<file path="src/rtl/section_min_max_arbiter_pkg.sv">
// Shared definitions for the section min/max arbiter.
//   arb_state_t : arbiter FSM encoding (IDLE / FEED / DRAIN)
//   chan_w()    : channel-index width, max(1, $clog2(n))
package section_min_max_arbiter_pkg;

    typedef enum logic [1:0] {
        ST_IDLE  = 2'd0,
        ST_FEED  = 2'd1,
        ST_DRAIN = 2'd2
    } arb_state_t;

    function automatic int chan_w(input int n);
        return (n > 1) ? $clog2(n) : 1;
    endfunction

endpackage

</file>
<file path="src/rtl/section_min_max_arbiter_if.sv">
// Handshake bundle between the per-channel sample sources, the arbiter and
// the downstream meter logic.
//   i_valid/i_ready/i_value : per-channel sample streams (channel k at [k*width +: width])
//   o_valid/o_ready         : result handshake
//   o_channel               : channel the result belongs to
//   o_min_value/o_max_value : section minimum / maximum
// modport master: the sample sources and result consumer; slave: the arbiter.
interface section_min_max_arbiter_if
    import section_min_max_arbiter_pkg::*;
#(
    parameter int width    = 16,
    parameter int channels = 2
);
    localparam int CW = chan_w(channels);

    logic [channels-1:0]       i_valid;
    logic [channels-1:0]       i_ready;
    logic [channels*width-1:0] i_value;
    logic                      o_valid;
    logic                      o_ready;
    logic [CW-1:0]             o_channel;
    logic [width-1:0]          o_min_value;
    logic [width-1:0]          o_max_value;

    modport master (
        output i_valid, i_value, o_ready,
        input  i_ready, o_valid, o_channel, o_min_value, o_max_value
    );

    modport slave (
        input  i_valid, i_value, o_ready,
        output i_ready, o_valid, o_channel, o_min_value, o_max_value
    );

endinterface

</file>
<file path="src/rtl/section_min_max.sv">
// Section min/max engine: accumulates the unsigned minimum and maximum of
// sample_count accepted samples, then presents them until taken.
//   clk, reset (async, active-high)
//   i_valid/i_ready/i_value : sample input
//   o_valid/o_ready         : result handshake
//   o_min_value/o_max_value : section result (all ones / zero when empty)
module section_min_max #(
    parameter int width        = 16,
    parameter int sample_count = 16
) (
    input  logic             clk,
    input  logic             reset,
    input  logic             i_valid,
    output logic             i_ready,
    input  logic [width-1:0] i_value,
    output logic             o_valid,
    input  logic             o_ready,
    output logic [width-1:0] o_min_value,
    output logic [width-1:0] o_max_value
);
    localparam int CNTW = (sample_count > 1) ? $clog2(sample_count) : 1;
    localparam logic [CNTW-1:0] LAST = CNTW'(sample_count - 1);

    logic [CNTW-1:0]  r_cnt;
    logic [width-1:0] r_min;
    logic [width-1:0] r_max;
    logic             r_last;
    logic             r_valid;
    logic             w_hs;
    logic [width-1:0] w_min_nxt;
    logic [width-1:0] w_max_nxt;

    // Input is refused from the last accepted sample until the result is taken.
    assign i_ready   = !(r_last || r_valid);
    assign w_hs      = i_valid && i_ready;
    assign w_min_nxt = (i_value < r_min) ? i_value : r_min;
    assign w_max_nxt = (i_value > r_max) ? i_value : r_max;

    always_ff @(posedge clk or posedge reset) begin
        if (reset) begin
            r_cnt   <= '0;
            r_min   <= '1;
            r_max   <= '0;
            r_last  <= 1'b0;
            r_valid <= 1'b0;
        end else begin
            // Stage 1: accumulate; flag the section's final sample.
            if (w_hs) begin
                r_min <= w_min_nxt;
                r_max <= w_max_nxt;
                if (r_cnt == LAST) begin
                    r_cnt  <= '0;
                    r_last <= 1'b1;
                end else begin
                    r_cnt <= r_cnt + CNTW'(1);
                end
            end
            // Stage 2: publish the result one cycle after the final sample.
            if (r_last) begin
                r_last  <= 1'b0;
                r_valid <= 1'b1;
            end
            // Result taken: restart the section from the empty state.
            if (r_valid && o_ready) begin
                r_valid <= 1'b0;
                r_min   <= '1;
                r_max   <= '0;
            end
        end
    end

    assign o_valid     = r_valid;
    assign o_min_value = r_min;
    assign o_max_value = r_max;

endmodule

</file>
<file path="src/rtl/section_min_max_arbiter.sv">
// Round-robin arbiter sharing one section_min_max engine among several
// sample streams. A channel owns the engine for a full section; the result
// is forwarded tagged with that channel's index.
//   clk, reset (async, active-high)
//   bus (slave) : per-channel sample streams in, tagged min/max result out
module section_min_max_arbiter
    import section_min_max_arbiter_pkg::*;
#(
    parameter int width        = 16,
    parameter int sample_count = 16,
    parameter int channels     = 2
) (
    input  logic                  clk,
    input  logic                  reset,
    section_min_max_arbiter_if.slave bus
);
    localparam int CW   = chan_w(channels);
    localparam int CNTW = (sample_count > 1) ? $clog2(sample_count) : 1;
    localparam logic [CNTW-1:0] LAST    = CNTW'(sample_count - 1);
    localparam logic [CW-1:0]   RR_INIT = CW'(channels - 1);

    arb_state_t          r_state;
    arb_state_t          w_next_state;
    logic [CW-1:0]       r_grant;
    logic [CW-1:0]       r_rr;
    logic [CNTW-1:0]     r_cnt;
    logic [CW-1:0]       w_pick;
    logic [channels-1:0] w_vshift;
    logic [channels-1:0] w_i_ready;
    logic [width-1:0]    w_slice;
    logic [width-1:0]    w_eng_value;
    logic [width-1:0]    w_eng_min;
    logic [width-1:0]    w_eng_max;
    logic                w_gvalid;
    logic                w_eng_valid;
    logic                w_eng_ready;
    logic                w_eng_ovalid;
    logic                w_hs;
    logic                w_grant_load;

    // First requesting channel strictly after ptr, wrapping modulo channels.
    // ptr itself is checked last, so a lone requester is always re-granted.
    function automatic logic [CW-1:0] f_rr_pick(input logic [channels-1:0] req,
                                                input logic [CW-1:0]       ptr);
        logic [CW-1:0]       pick;
        logic                found;
        logic [channels-1:0] sh;
        int                  c;
        pick  = ptr;
        found = 1'b0;
        for (int k = 1; k <= channels; k++) begin
            c  = (int'(ptr) + k) % channels;
            sh = req >> c;
            if (!found && sh[0]) begin
                pick  = CW'(c);
                found = 1'b1;
            end
        end
        return pick;
    endfunction

    assign w_pick   = f_rr_pick(bus.i_valid, r_rr);
    assign w_vshift = bus.i_valid >> r_grant;
    assign w_gvalid = w_vshift[0];
    assign w_slice  = width'(bus.i_value >> (int'(r_grant) * width));

    always_comb begin
        w_next_state = r_state;
        w_i_ready    = '0;
        w_eng_valid  = 1'b0;
        w_eng_value  = '0;
        w_hs         = 1'b0;
        w_grant_load = 1'b0;
        case (r_state)
            ST_IDLE: begin
                if (|bus.i_valid) begin
                    w_grant_load = 1'b1;
                    w_next_state = ST_FEED;
                end
            end
            ST_FEED: begin
                w_eng_valid = w_gvalid;
                w_eng_value = w_slice;
                w_i_ready   = channels'(w_eng_ready) << r_grant;
                w_hs        = w_gvalid && w_eng_ready;
                if (w_hs && (r_cnt == LAST)) begin
                    w_next_state = ST_DRAIN;
                end
            end
            ST_DRAIN: begin
                if (w_eng_ovalid && bus.o_ready) begin
                    w_next_state = ST_IDLE;
                end
            end
            default: w_next_state = ST_IDLE;
        endcase
    end

    always_ff @(posedge clk or posedge reset) begin
        if (reset) begin
            r_state <= ST_IDLE;
        end else begin
            r_state <= w_next_state;
        end
    end

    always_ff @(posedge clk or posedge reset) begin
        if (reset) begin
            r_grant <= '0;
            r_rr    <= RR_INIT;
            r_cnt   <= '0;
        end else begin
            if (w_grant_load) begin
                r_grant <= w_pick;
                r_rr    <= w_pick;
            end
            if (w_hs) begin
                r_cnt <= (r_cnt == LAST) ? '0 : r_cnt + CNTW'(1);
            end
        end
    end

    section_min_max #(
        .width       (width),
        .sample_count(sample_count)
    ) u_engine (
        .clk        (clk),
        .reset      (reset),
        .i_valid    (w_eng_valid),
        .i_ready    (w_eng_ready),
        .i_value    (w_eng_value),
        .o_valid    (w_eng_ovalid),
        .o_ready    (bus.o_ready),
        .o_min_value(w_eng_min),
        .o_max_value(w_eng_max)
    );

    assign bus.i_ready     = w_i_ready;
    assign bus.o_valid     = w_eng_ovalid;
    assign bus.o_channel   = r_grant;
    assign bus.o_min_value = w_eng_min;
    assign bus.o_max_value = w_eng_max;

endmodule

</file>
<file path="src/flat_wrapper.sv">
// flat-port wrapper written by rule: the top's interface ports become plain ports
module section_min_max_arbiter_flat import section_min_max_arbiter_pkg::*;
#(
    parameter int width        = 16,
    parameter int sample_count = 16,
    parameter int channels     = 2
)
  (clk, reset, bus_i_valid, bus_i_value, bus_o_ready, bus_i_ready, bus_o_valid, bus_o_channel, bus_o_min_value, bus_o_max_value);
  section_min_max_arbiter_if #(.width(width), .channels(channels)) bus_i ();
  input  logic clk;
  input  logic reset;
  input wire logic [$bits(bus_i.i_valid)-1:0] bus_i_valid;
  input wire logic [$bits(bus_i.i_value)-1:0] bus_i_value;
  input wire logic [$bits(bus_i.o_ready)-1:0] bus_o_ready;
  output wire logic [$bits(bus_i.i_ready)-1:0] bus_i_ready;
  output wire logic [$bits(bus_i.o_valid)-1:0] bus_o_valid;
  output wire logic [$bits(bus_i.o_channel)-1:0] bus_o_channel;
  output wire logic [$bits(bus_i.o_min_value)-1:0] bus_o_min_value;
  output wire logic [$bits(bus_i.o_max_value)-1:0] bus_o_max_value;
  assign bus_i.i_valid = bus_i_valid;
  assign bus_i.i_value = bus_i_value;
  assign bus_i.o_ready = bus_o_ready;
  assign bus_i_ready = bus_i.i_ready;
  assign bus_o_valid = bus_i.o_valid;
  assign bus_o_channel = bus_i.o_channel;
  assign bus_o_min_value = bus_i.o_min_value;
  assign bus_o_max_value = bus_i.o_max_value;
  section_min_max_arbiter #(.width(width), .sample_count(sample_count), .channels(channels)) u_core (.clk(clk), .reset(reset), .bus(bus_i));
endmodule
</file>
<file path="config.mk">
export PLATFORM = sky130hd
export DESIGN_NAME = section_min_max_arbiter_flat
export DESIGN_NICKNAME = d
export VERILOG_FILES = /design/src/rtl/section_min_max_arbiter_pkg.sv /design/src/rtl/section_min_max_arbiter_if.sv /design/src/rtl/section_min_max.sv /design/src/rtl/section_min_max_arbiter.sv /design/src/flat_wrapper.sv
export SDC_FILE = /design/constraint.sdc
export NUM_CORES = 1
export LEC_CHECK = 0
export CAP_MARGIN = 15
export CORE_MARGIN = 8
export CORE_UTILIZATION = 50
export DETAILED_ROUTE_END_ITERATION = 8
export GPL_ROUTABILITY_DRIVEN = 1
export PLACE_DENSITY = 0.8
export SETUP_SLACK_MARGIN = 0.15
export SLEW_MARGIN = 20
export SYNTH_ARGS = -nofsm -noshare
export SYNTH_HDL_FRONTEND = slang
export SYNTH_SLANG_ARGS = --single-unit
</file>
<file path="constraint.sdc">
create_clock -name clk -period 3.8 [get_ports clk]
set_input_delay 0.57 -clock clk [delete_from_list [all_inputs] [get_ports clk]]
set_output_delay 0.57 -clock clk [all_outputs]
set_load 0.1 [all_outputs]
</file>
After elaboration in Yosys (flattened, before gate mapping). Cells that the tools add are included. Widths: inputs -> output; s select.

Div/mod/pow operators: 0. $lt $le $gt $ge: 2. Shift-type cells: 5. $add $sub $neg: 4. Equality and inequality tests: 7. Bitwise operators: 2. Multiplexer cells: 26. Reductions and logical operators: 17. Multiply operators: 0.

Operators by type and width (number): $mux 16 (7); $shr 2x32->1 (2); $shr 32x5->16 (1); $gt 16x16->1 (1); $lt 16x16->1 (1); $mux 1 (12); $add 4x1->4 const B (2); $eq 4x4->1 const B (2); $mux 2 (4); $mux 4 (2); $reduce_bool 2->1 (4); $ne 2x1->1 const B (3); $pmux 2 s3 (1); $logic_and 1x1->1 (5); $reduce_and 2->1 (2); $reduce_and 3->1 (1); $add 1x1->1 const B (2); $and 1x1->1 const A (2); $eq 2x1->1 const B (1); $eq 2x2->1 const B (1); $logic_not 1->1 (2); $logic_not 2->1 (1); $reduce_or 2->1 (1); $shl 1x1->2 (1); other kinds (2) (2).

Input bits: 37. ROM bits: 0. Latch bits: 0. RAM bits: 0. Logic and storage cells: 72. Bits in registers: 46. Output and inout bits: 36. Memories: 0.

Logic depth before layout (Yosys ltp). Gate-level depths: netlist of the first run.

Word-level depth: 7. Gate-level depth with buffers: 13. Mapped depth without buffers: 10.

By module. From an unflattened synthesis of the first run, not the netlist that was laid out.

Cells, all modules: 337. Area, all modules: 3279.4 um2.

Modules (own cells, without submodules): section_min_max (sequential area each 970.9 um2, area an instance 2605.0 um2, cells each 260, instances 1); section_min_max_arbiter (sequential area each 201.4 um2, area an instance 674.4 um2, cells each 77, instances 1).

Worst setup path before layout of the first run. OpenSTA, ideal clock, no wires.

Kind: reg2out. Start point: register u_core.r_grant, in the netlist u_core.bus.o_channel. End point: output bus_i_ready[0]. Required time: 3.230 ns. Cell stages (with the launch flop): 4. Path slack: -0.999 ns. Arrival time: 4.229 ns. Path buffers: 2. Path through: dfrtp_1 -> buf_6 -> buf_1 -> nor4_1.

Word-level cells in the longest chain between the ends: 2.

RTL lines: start, declared (RTL line section_min_max_arbiter.sv:24) `logic [CW-1:0] r_grant;`; start signal, assigned (RTL line section_min_max_arbiter.sv:114) `r_grant <= w_pick;`; $shl 1x1->2 (RTL line section_min_max_arbiter.sv:84) `w_i_ready = channels'(w_eng_ready) << r_grant;`; $mux 2 (RTL line section_min_max_arbiter.sv:74) `case (r_state)`; end, declared (RTL line flat_wrapper.sv:15) `output wire logic [$bits(bus_i.i_ready)-1:0] bus_i_ready;`.

Every way passes these cells.

Final worst setup path of the first run.
Start point: register u_core.r_state[1]. End point: register u_core.u_engine.r_max[12], in the netlist u_core.u_engine.o_max_value[12].

Word-level cells in the longest chain between the ends: 5. Elaborated cells between the ends (all ways): 11. Classes of those cells: order compare: 1; eq/ne: 1; mux: 5; reduce/logical: 4.

RTL lines: start, declared (RTL line section_min_max_arbiter.sv:22) `arb_state_t r_state;`; start signal, assigned (RTL line section_min_max_arbiter.sv:103) `r_state <= w_next_state;`; $eq 2x1->1 * (RTL line section_min_max_arbiter.sv:74); $mux 16 / $mux 1 (equally long branches) (RTL line section_min_max_arbiter.sv:74); $gt 16x16->1 (tied with other cells) (RTL line section_min_max.sv:37) `assign w_max_nxt = (i_value > r_max) ? i_value : r_max;`; $reduce_bool 2->1 (no line) / $mux 16 (equally long branches); $reduce_and 2->1 (no line) / $mux 16 (equally long branches); end signal, assigned (RTL line section_min_max.sv:50) `r_max <= w_max_nxt;`; end, declared (RTL line section_min_max.sv:26) `logic [width-1:0] r_max;`.

Every way passes the cells marked *; elsewhere a longest branch is shown, timed or not. The select of a mux whose other input is x is not followed. A chain may end at the register's enable or synchronous reset.

==> results.md, run 1 <==
* CTS root buffer: clkbuf_8
* Final nets at 465
* CTS buffer count at 5
* Top cells by count, synth: inv_1, nand2_1, mux2i_1
* Final setup TNS at 0 ps
* Worst Skew at about 5.5 ps
* Critical Path End Type: flip-flop
* Die area at 8930 um2
* Async set-reset flop share out of synthesis at 100%
* Status: completed
* Fin crit period at about 3400 ps
* Netlist Area Pre-Place at 3080 um2
* Synth top area share at 23.6%
* Cells resized by post-CTS repair at 0
* Met2 Usage GRT at 31.3%
* Hold slack at 486 ps
* CTS H-tree depth at 2
* Final Hold Fails at 0
* Core Rows at 28
* Via density per instance at roughly 5.6
* Hold path startpoint: u_core.r_cnt[3]
* Relative slew slack at 26.8%
* Worst EP arrival at 3590 ps
* Final Cycle Share at 88.4%
* Synth Warn # at 0
* CTS Sinks at 46
* Share of layout cells above drive strength 1 at 13.3%
* Met1 usage at between 20% and 30%
* Main synth FF type: dfrtp_1
* Antenna Cells at 0
* Met3 usage in global routing at 3.89%
* WL/cell at 17.1 um
* Critical R2R Capture: u_core.u_engine.o_max_value[12]
* Final Setup Violations at 0
* Register area share after synthesis at between 30% and 40%
* WHS Path Cells at 1
* Post-synth EDFFs at 0
* Largest net degree at the start of global routing at 47
* Hold_buf cts at 0
* Net Count, Synth at 389
* Die height at 94.5 um
* Reg2reg path depth at 10
* # IOs at 73
* Ranking of synthesized cells by area: dfrtp_1, dfstp_2, ha_1, mux2i_1, inv_1
* Final core utilization at 66.8%
* Worst path required time at 4030 ps
* Global-route wire length before repair at 13100 um
* Area leader, netlist: dfrtp_1
* Initial Utilization at 51.7%
* Number of port buffers at between 70 and 80
* GRT Total Usage at between 15 and 20%
* Die W at 94.5 um
* Hold Crit Class: reg -> reg
* Vias at 2639
* R2r startpoint: u_core.r_state[1]
* Drt drc at 0
* Drt first pass iters at 4
* Starting DRT DRC Count at 133
* Clk_lat worst skew at ~300 ps
* Final HPWL DP at 6180 um
* Vias in the first global route at 2706
* Grt ovf at 0
* Fmax at a little under 300 MHz
* Cells after Synth at about 320
* Worst reg-to-reg setup slack at 440 ps
* DRT Wirelength at just over 8000 um
* MaxCap Viol Count at 0
* Post-synth cell types at 46
* Core ar. at 5960 um2
* CP Class: reg -> reg
* Antenna Nets Post-Route at 0
* Synthesized flop and latch total at 46
* Max clock buf depth at 2
* Top Usage Layer GRT: met2
* Post-CTS setup repair buffer count at 0
* Clock transition at path regs at 90 ps
* Layout area overhead at 29.1%
* Mean post-synth cell area at approximately 9.6 um2
* Startpoint types: flip-flop
* Actual slew at the worst max-slew pin at 1100 ps
* Largest fanout on the critical path at 15
* GPL Wtd Cong at 0.798
* CTS tree: built
* Antenna violations before repair at 0
* RSZ-0062 raised after global routing: no
* Most frequent cell after synthesis: inv_1
* Worst hold endpoint: u_core.r_cnt[3]
* Slew Viols, Final at 0
[cells by family (layout without fill, tap and decap cells)]
logic type / count (synthesis) / count (layout) / synth area share [%]
flops: 46 / 46 / 38.1
fa+ha+maj: 31 / 31 / 12.6
compound gates: 53 / 53 / 12.6
xor+xnor: 4 / 4 / 1.14
mux: 39 / 39 / 13.0
simple gates: 93 / 93 / 14.6
buf+inv: 56 / 133 / 8.00
[critical path, stage by stage (launching register included)]
cell and delay, ps:
dfrtp_1 420, nand2b_1 570, nor2_1 240, ha_1 410, nand4_1 130, nor4_1 450
and2_1 190, nand4_1 140, o211ai_4 190, buf_4 310, mux2i_1 230
[final cells by class]
| cell class | instances | area [um2] |
|---|---|---|
| fillers | 505 | 1980 |
| inverters | 43 | 161 |
| flip-flops and latches | 46 | 1170 |
| clock inverters | 3 | 21.3 |
| well taps | 75 | 93.8 |
| multi-input cells | 220 | 1670 |
| repair buffers | 82 | 791 |
| clock buffers | 5 | 68.8 |
[cell usage in the layout (no fill, tap or decap), types with 2 or more instances in the layout]
| cell | Yosys | final |
|---|---|---|
| inv_1 | 43 | 43 |
| a21o_1 | 3 | 3 |
| nor2_1 | 19 | 19 |
| xnor2_1 | 4 | 4 |
| dfrtp_1 | 29 | 28 |
| o21ai_0 | 9 | 9 |
| a211oi_1 | 4 | 4 |
| a41o_1 | 2 | 2 |
| o211ai_1 | 14 | 14 |
| mux2_2 | 5 | 5 |
| clkdlybuf4s50_1 | 0 | 70 |
| nand2_1 | 35 | 35 |
| a211o_1 | 2 | 2 |
| a21oi_1 | 11 | 11 |
| dfstp_2 | 17 | 17 |
| nor4_1 | 3 | 2 |
| clkbuf_8 | 0 | 5 |
| mux2i_1 | 33 | 33 |
| and2_1 | 2 | 2 |
| nand4_1 | 7 | 7 |
| ha_1 | 30 | 30 |
| nor3_1 | 2 | 2 |
| buf_4 | 1 | 12 |
| nand3_1 | 16 | 16 |
[flip-flops by register name (all words and copies together) (netlist names)]
register,cells
u_core.bus.o_channel,1
u_core.r_state,2
u_core.u_engine.r_last,1
u_core.u_engine.r_cnt,4
u_core.u_engine.o_valid,1
u_core.u_engine.o_max_value,16
u_core.u_engine.o_min_value,16
u_core.r_cnt,4
u_core.r_rr,1
[worst max-delay path by stage]
stage	from	to	slack, ps	cells past startpoint
floorplan	u_core.bus.o_channel	bus_i_ready[0]	390	3
finish	u_core.r_state[1]	u_core.u_engine.o_max_value[12]	440	10
global route	u_core.r_state[1]	u_core.u_engine.o_max_value[11]	180	10
global placement	bus_i_value[31]	u_core.u_engine.o_max_value[11]	520	11
detailed placement	bus_i_value[29]	u_core.u_engine.o_max_value[12]	440	11
CTS	u_core.r_state[1]	u_core.u_engine.o_max_value[12]	440	10
[per-layer routing]
metal  vias up  part of all wire, %
met3        15                  5.5
met1      1270                   43
met2        70                   49
met4         0                  1.8
li1       1284                    -
met5         -                    0
[per-stage QoR]
stage / std cells / area, um2 / worst slack [ps]
2_1_floorplan: 322 / 3090 / 386
3_3_place_gp: 466 / 3890 / 524
3_5_place_dp: 466 / 3890 / 443
4_1_cts: 474 / 3980 / 439
5_1_grt: 474 / 3980 / 179
6_report: 474 / 3980 / 442
Power of run 1 is not shown: default switching activity piles up to over one toggle a cycle in this logic, so the estimate is an artifact.
==> run 2: changes to the inputs <==
CTS_CLUSTER_DIAMETER = 200   (was not set)
==> results of run 2 <==
Final layout, timing and power as in run 1 (identical DEF).
Power of run 2 is left out for the same reason.
==> run 3: changes to the inputs <==
CORE_UTILIZATION = 40   (was 50)
PLACE_DENSITY = 0.66   (was 0.8)
==> results.md, run 3 (synthesized netlist as in run 1, its figures left out) <==
* Status: completed
* Final nets at about 460
* Max clock buf depth at 2
* Cell mode on critical path: nand4_1
* Die W at 104 um
* Starting DRT DRC Count at 89
* Vias at 2567
* Slew Viols, Final at 0
* Max incr delay on CP at 520 ps
* Fmax at 297 MHz
* Antenna violations before repair at 0
* Setup WS pre-CTS at about 190 ps
* Layout area overhead at 31.0%
* Via density per instance at 5.13
* Die height at 104 um
* Clock transition at path regs at around 100 ps
* GPL Wtd Cong at 0.786
* DRT Wirelength at 8000 um
* Drt drc at 0
* Die area at 10800 um2
* # fillers at 690
* Final Cycle Share at between 80% and 90%
* GRT Total Usage at 15.1%
* Commonest cells after routing, fill and taps aside: clkdlybuf4s50_1, inv_1, nand2_1
* RSZ-0062 raised after global routing: no
* Antenna Cells at 0
* Drt first pass iters at 4
* CTS tree: built
* Share of layout cells above drive strength 1 at 14.1%
* Antenna Nets Post-Route at 0
* Startpoint types: flip-flop
* Hold_buf cts at 0
* CTS Sinks at 46
* Post-CTS setup repair buffer count at 0
* Initial Utilization at 40.5%
* Crit path setup slack, layout at 438 ps
* Largest net degree at the start of global routing at 32
* Final Setup Violations at 0
* CP Class: reg -> reg
* Final Hold Fails at 0
* Critical Path End Type: flip-flop
* Met1 usage at 18.6%
* CP top delay family: simple AND/OR/NAND/NOR gates
* Worst path required time at 4030 ps
* Met2 Usage GRT at 24.9%
* Final setup TNS at 0 ps
* Worst EP arrival at 3590 ps
* Grt ovf at 0
* CTS H-tree depth at 2
* Crit path cell chain: nand2b_1 -> nor2_1 -> ha_1 -> nand4_1 -> nor4_2 -> and2_1 -> nand4_1 -> o211ai_4 -> buf_4 -> mux2i_1
* Core Rows at 32
* Largest fanout on the critical path at 11
* Vias in the first global route at 2724
* CTS buffer count at 5
* CTS root buffer: clkbuf_8
* Fin crit period at 3360 ps
* Cells resized by post-CTS repair at 0
* Number of port buffers at 72
* MaxCap Viol Count at 0
* Actual slew at the worst max-slew pin at between 900 and 1000 ps
* Most common cell after layout, fill and taps aside: clkdlybuf4s50_1
* Core ar. at 7610 um2
* Global-route wire length before repair at 13500 um
* Hold Crit Class: reg -> reg
* WL/cell at 16.0 um
* Worst Skew at approximately 10 ps
* Worst reg-to-reg setup slack at 440 ps
* Top Usage Layer GRT: met2
* Crit path buffers/inverters at 1
* # IOs at 73
* Met3 usage in global routing at 4.34%
* Clk_lat worst skew at ~300 ps
* Relative slew slack at 34.3%
* Highest-delay cell along the critical path: nand2b_1
* Final HPWL DP at 6080 um
-- run 3: path summary, 6_finish.rpt --
path                                        start  depth (start not counted)                              end
worst max-delay path            u_core.r_state[1]                         10  u_core.u_engine.o_max_value[13]
worst min-delay path                  u_core.r_rr                          2                      u_core.r_rr
worst max register to register  u_core.r_state[1]                         10  u_core.u_engine.o_max_value[13]
worst min register to register        u_core.r_rr                          2                      u_core.r_rr
max in group asynchronous                   reset                          3   u_core.u_engine.o_min_value[3]
min in group asynchronous                   reset                          2                  u_core.r_cnt[2]
-- run 3: metrics by stage --
stage	cell area [um2]	util (%)	instances	hold WS (ps)
floorplan	3090	-	322	451
global placement	3910	51.4	492	471
detailed placement	3910	51.4	492	480
CTS	4030	52.9	500	494
global route	4040	53.1	500	525
finish	4040	53.1	500	494
-- run 3: final cells by class --
cell class / count / area (um2) / share of cell area [%]
Inverter: 43 / 163 / 4.03
Sequential cell: 46 / 1180 / 29.1
Clock buffer: 5 / 68.8 / 1.70
Tap cell: 102 / 128 / 3.16
Clock inverter: 3 / 43.8 / 1.08
Timing Repair Buffer: 81 / 781 / 19.3
Multi-Input combinational cell: 220 / 1680 / 41.5
-- run 3: worst reg2reg max path: cells and delay by family, from the launching register on --
kind | cells | cell delay (ps)
AO/OA/AOI/OAI | 1 | 210
AND/OR/NAND/NOR | 6 | 1730
multiplexers | 1 | 240
buffers and inverters | 1 | 330
flip-flops | 1 | 410
adder cells (fa/ha/maj) | 1 | 370
-- run 3: layer usage --
metal  wire (um)  share of wire (%)
met3         555                6.9
met5           0                  0
met2        3690                 46
met4         121                1.5
met1        3630                 45
Power of run 3 is left out for the same reason.
